$ cat config.mk
export PLATFORM = sky130hd
export DESIGN_NAME = inst_buffer
export DESIGN_NICKNAME = d
export VERILOG_FILES = /design/src/rtl/inst_buffer_pkg.sv /design/src/rtl/inst_buffer.sv
export SDC_FILE = /design/constraint.sdc
export NUM_CORES = 1
export LEC_CHECK = 0
export BUFFER_PORTS_ARGS = -buffer_cell sky130_fd_sc_hd__buf_2
export CAP_MARGIN = 20
export CORE_AREA = 3 3 184 257
export CTS_BUF_LIST = sky130_fd_sc_hd__clkbuf_4 sky130_fd_sc_hd__clkbuf_8 sky130_fd_sc_hd__clkbuf_16
export DETAILED_ROUTE_END_ITERATION = 7
export DIE_AREA = 0 0 187 260
export HOLD_SLACK_MARGIN = 0.12
export SYNTH_ARGS = -nofsm -noshare
export SYNTH_HDL_FRONTEND = slang
export SYNTH_SLANG_ARGS = --single-unit
$ cat constraint.sdc
create_clock -name clock -period 19.6 [get_ports clock]
set_input_delay 1.96 -clock clock [delete_from_list [all_inputs] [get_ports clock]]
set_output_delay 1.96 -clock clock [all_outputs]
set_load 0.05 [all_outputs]
$ cat src/rtl/inst_buffer_pkg.sv
// inst_buffer_pkg: shared widths, entry layout and WFI encoding for the instruction buffer
package inst_buffer_pkg;
  localparam int XLEN = 32;
  localparam int IB_DEPTH = 8;
  localparam logic [31:0] WFI_ENCODING = 32'h10500073;
  typedef logic [31:0] inst_t;
  typedef struct packed {
    inst_t inst;
    logic [XLEN-1:0] pc;
  } ib_entry_t;
endpackage

$ cat src/rtl/inst_buffer.sv
// inst_buffer: circular FIFO of {inst, pc} between fetch and decode, with flush and WFI halt
module inst_buffer
  import inst_buffer_pkg::*;
#(
  parameter int DEPTH = IB_DEPTH,
  parameter int CNT_W = $clog2(DEPTH) + 1
) (
  input  logic            clock,
  input  logic            reset,
  input  logic            flush,
  input  logic            if_valid,
  input  inst_t           if_inst,
  input  logic [XLEN-1:0] if_pc,
  output logic            ib_ready,
  input  logic            dec_ready,
  output logic            out_valid,
  output inst_t           out_inst,
  output logic [XLEN-1:0] out_pc,
  output logic [CNT_W-1:0] count,
  output logic            halt_seen
);
  localparam int PTR_W = $clog2(DEPTH);
  ib_entry_t mem [DEPTH];
  logic [PTR_W-1:0] head, tail;
  logic full, push, pop;
  assign full = count == CNT_W'(DEPTH);
  assign ib_ready = ~full & ~halt_seen & ~flush;
  assign out_valid = count != '0;
  assign push = if_valid & ib_ready;
  assign pop = out_valid & dec_ready & ~flush;
  assign out_inst = out_valid ? mem[head].inst : '0;
  assign out_pc = out_valid ? mem[head].pc : '0;
  always_ff @(posedge clock or posedge reset)
    if (reset) begin
      head <= '0;
      tail <= '0;
      count <= '0;
      halt_seen <= 1'b0;
    end else if (flush) begin
      head <= '0;
      tail <= '0;
      count <= '0;
      halt_seen <= 1'b0;
    end else begin
      if (push) tail <= tail + 1'b1;
      if (pop) head <= head + 1'b1;
      count <= count + CNT_W'(push) - CNT_W'(pop);
      if (push && if_inst == WFI_ENCODING) halt_seen <= 1'b1;
    end
  // Storage is not reset; validity comes solely from count.
  always_ff @(posedge clock)
    if (push) mem[tail] <= '{inst: if_inst, pc: if_pc};
endmodule

Word level (Yosys, flattened, before mapping)
Memory sizes are Yosys's and may differ from the RTL's.
Cells that the tools add are included.
{"block": "op_classes", "n_addsub": 4, "multipliers": 0, "n_div": 0, "n_lt_le_gt_ge": 0, "eq_ne": 2, "shift": 0, "muxes": 11, "bitwise": 8, "n_reduce_logical": 5}
{"cell": "2-to-1 mux 32 bit", "count": 2}
{"cell": "== test 32 x 29 -> 1 bit, second input constant", "count": 1}
{"cell": "2-to-1 mux 3 bit", "count": 4}
{"cell": "adder 3 x 1 -> 3 bit, second input constant", "count": 2}
{"cell": "nonzero test 2 bit", "count": 3}
{"cell": "AND 1 bit", "count": 5}
{"cell": "adder 4 x 1 -> 4 bit", "count": 1}
{"cell": "== test 4 bit, second input constant", "count": 1}
{"cell": "2-to-1 mux 1 bit", "count": 4}
{"cell": "2-to-1 mux 4 bit", "count": 1}
{"cell": "nonzero test 4 bit", "count": 1}
{"cell": "subtractor 4 x 1 -> 4 bit", "count": 1}
{"cell": "inverter 1 bit", "count": 3}
{"cell": "logical AND 1 bit", "count": 1}
{"block": "totals", "reg_bits": 11, "latch_bits": 0, "ram_bits": 512, "romBits": 0, "in_bits": 69, "out_inout_bits": 71, "wordCells": 35, "n_memories": 1}
{"name": "mem", "words": 8, "width": 64, "rd": 1, "rd_clocked_by_memory_dff": 0, "wr": 1, "line_no": "inst_buffer.sv:23", "text": "ib_entry_t mem [DEPTH];"}

Longest topological paths before layout
{"block": "depth", "ltp_word": 8, "ltp_mapped": 13, "depth_no_buf": 13}

Worst setup path after synthesis
Ideal clock, no wire load.
{"block": "synth_path", "kind": "in2reg", "startpoint": "input port flush", "endpoint": "memory mem[1][0] in the netlist's numbering, enable pin", "setup_time_ns": 0.564, "t_arrival_ns": 7.840, "required_time_ns": 19.036, "path_slack_ns": 11.196, "stages": 3, "n_path_buf": 0, "cell_sequence": "nor3_1 -> nand3_1 -> nor3_1"}
{"block": "synth_between", "elab_chain_len": 5}
{"element": "start: declaration", "line_no": "inst_buffer.sv:10", "text": "input logic flush,"}
{"element": "inverter 1 bit", "line_no": "inst_buffer.sv:27", "text": "assign ib_ready = ~full & ~halt_seen & ~flush;"}
{"element": "AND 1 bit", "line_no": "inst_buffer.sv:27"}
{"element": "AND 1 bit", "line_no": "inst_buffer.sv:29", "text": "assign push = if_valid & ib_ready;"}
{"element": "2-to-1 mux 1 bit", "line_no": "inst_buffer.sv:52", "text": "if (push) mem[tail] <= '{inst: if_inst, pc: if_pc};"}
{"element": "2-to-1 mux 1 bit (implied by the code)", "line_no": "inst_buffer.sv:52"}
{"element": "end: declaration", "line_no": "inst_buffer.sv:23"}
Every way passes these cells.

Final worst setup path
{"block": "layout_path", "startpoint": "register head[0]", "endpoint": "output port out_inst[6]"}
{"block": "layout_between", "elab_chain_len": 2}
{"element": "start: declaration", "line_no": "inst_buffer.sv:24", "text": "logic [PTR_W-1:0] head, tail;"}
{"element": "start signal: assignment", "line_no": "inst_buffer.sv:46", "text": "if (pop) head <= head + 1'b1;"}
{"element": "memory (8 x 64 bit)"}
{"element": "2-to-1 mux 32 bit", "line_no": "inst_buffer.sv:31", "text": "assign out_inst = out_valid ? mem[head].inst : '0;"}
{"element": "end: declaration", "line_no": "inst_buffer.sv:17", "text": "output inst_t out_inst,"}
Every way passes these cells.

==> reports/qor.csv <==
metric,value,unit
status,"finished, final reports clean",
cts_tree,done,
syn-cell-area,0.02020,mm2
async_flop_share,2.103,%
antenna_found_initial,7,
max_stage_delay,0.74,ns
hold_path.class,reg2reg,
grt_start_max_net_pins,68,
cts.htree.levels,2,
die_w,187,um
worstPathRequired,17.64,ns
relSlewSlack,27.96,%
cpMaxStageDelayCell,dfrtp_4,
fin_skew,0.01102,ns
layout-drive-gt1-share,34.39,%
syn_nets,972,
start_util,44.66,%
postSynthAreaPerCell,22.60,um2
placementRows,92,
critPathMaxFanout,36,
setup_ws,13.78,ns
yosysTopAreaCellShare,76.10,%
gp_congestion,0.6904,
final_cells,1715,
worst_setup_path_end_kind,primary output,
synth.area.top_cells,"edfxtp_1, mux4_2, mux2i_1",
arrival,3.86,ns
crit_buf_inv,3,
ctsResizeCount,0,
cp-start-kind,flip-flop,
pre_cts_ws,14.22,ns
fin_crit_sh,29.71,%
drc,0,
grt_pass1_wl,64000,um
dp_cells,1618,
ir_drop,0.08874,mV
cts.sinks,523,
syn2layout_area_growth,14.77,%
firstDrtPassIters,5,
path_delay_family,buffers and inverters,
grt_pass1_vias,10020,
rsz0062_at_grt,false,
setup_viol,0,
vias_per_cell,5.404,
hold_buffers,0,
clockBufferDepth,3,
fp.dieH,260,um
synthFlopType,edfxtp_1,
track_usage,17.54,%
wl,42100,um
io_pins,140,
synth-seq-cells,523,
layout.nets,1138,
drt_iter0_markers,584,
synthCells,894,
clock-root-buffer,clkbuf_16,
clk_pin_slew,0.06,ns
synth_cell_types,34,
crit_top_cell,buf_4,
yosysTopAreaCell,edfxtp_1,
power_density,137.3,mW/mm2
min_period,5.824,ns
grt.overflow.total,0,
hold_viol,0,
cp_cell_sequence,"buf_4, buf_4, mux4_2, mux2i_1, nor2_1, buf_2",
cts_setup_buffers,0,
die_area,0.04862,mm2
synth_enable_flop_cells,512,
setup-tns-final,0,ns
ant_nets,0,
cts_buffers,51,
ys_seq_area_share,77.46,%
slew_viol_final,0,
wl_per_cell,24.55,um
criticalPathCategory,reg2out,
hpwl,22060,um
vias,9268,
port_buffers,139,
r2r_setup_slack,16.01,ns
cellLeakagePower,7.376,nW
maxCapViolCount,0,
worst_pin_slew,1.075,ns
max_freq,171.7,MHz
insertion_delay,0.57,ns
core_area,0.04524,mm2
yosysWarnings,0,
num-fill-cells,3619,
hold_ws,0.5911,ns
-- final cells by class --
| type | instances | area (um2) | area share (%) |
|---|---|---|---|
| Antenna cell | 2 | 5.005 | 0.02158 |
| Clock buffer | 67 | 1396 | 6.022 |
| Clock inverter | 28 | 215.2 | 0.9281 |
| Inverter | 10 | 37.54 | 0.1619 |
| Multi-Input combinational cell | 317 | 4273 | 18.43 |
| Sequential cell | 523 | 15660 | 67.54 |
| Tap cell | 611 | 764.5 | 3.297 |
| Timing Repair Buffer | 157 | 834.6 | 3.599 |
-- flip-flops by register name, summed over array words and instances (netlist names) --
name,cells
count,4
halt_seen,1
head,3
mem,512
tail,3
-- kinds of logic after synthesis --
kind of cell    after synthesis  synth area share, %
simple gates                104                2.421
mux                         192                17.44
flops                       523                77.46
fa+ha+maj                     9               0.5946
buf+inv                      54                1.666
xor+xnor                      4               0.1734
compound gates                8               0.2415
-- path summary, 6_finish.rpt --
kind,cells after the start,endpoint,startpoint
worst min register to register,2,halt_seen,halt_seen
worst max-delay path,6,out_inst[6],head[0]
worst min-delay path,2,halt_seen,halt_seen
worst max register to register,6,mem[6][2],count[2]
min in group asynchronous,2,count[2],reset
max in group asynchronous,2,head[2],reset
-- report_power, final --
group          internal, mW  total, mW  leakage [nW]  switching [mW]
clock network         0.542      0.942         0.808           0.400
registers              1.27       1.31          4.76          0.0395
logic                 0.302      0.930          1.80           0.628
total                  2.12       3.18          7.38            1.07
-- through the flow --
stage / power (mW) / util [%] / area [um2]
floorplan: 2.069 / - / 20200
global placement: 2.285 / 47.66 / 21560
detailed placement: 2.288 / 47.68 / 21570
CTS: 3.232 / 51.24 / 23180
global route: 3.319 / 51.26 / 23190
finish: 3.183 / 51.26 / 23190
-- metal layers --
| layer | track usage (%) | wire, um | vias to the layer above |
|---|---|---|---|
| li1 | - | - | 4045 |
| met1 | 22.41 | 17170 | 4963 |
| met2 | 31.17 | 22330 | 191 |
| met3 | 3.196 | 1840 | 61 |
| met4 | 4.602 | 707 | 8 |
| met5 | 0 | 55 | - |
-- Yosys cell counts (3+ instances only) --
master,count
nor2_1,72
ha_1,8
edfxtp_1,512
buf_4,5
nand2_1,3
buf_2,14
dfrtp_1,11
mux2i_1,64
nor2b_1,3
clkbuf_1,11
mux4_2,128
nor4b_1,4
buf_6,13
nor3_1,5
inv_1,10
nand3_1,3
-- cell usage in the layout (no fill, tap or decap), drive strengths merged --
master    count
edfxtp      512
buf         157
mux4        128
nor2         72
clkbuf       67
mux2i        64
clkinv       20
inv          14
dfrtp        11
ha            8
nor3          5
nor4b         4
nand2         3
nand3         3
nor2b         3
bufinv        3
o21ai         3
nor4          3
diode         2
nand3b        2
xor2          2
a21oi         2
xnor2         2
nand2b        2
nor4bb        2
nand4         2
nor3b         2
or4b          1
a21o          1
o31ai         1
o32ai         1
fa            1
clkinvlp      1
-- worst min-delay path: stages, from the launching register on --
cell,delay (ns)
dfrtp_1,0.41
inv_1,0.06
o32ai_1,0.07
No activity file was read; power rests on OpenSTA's default activity.
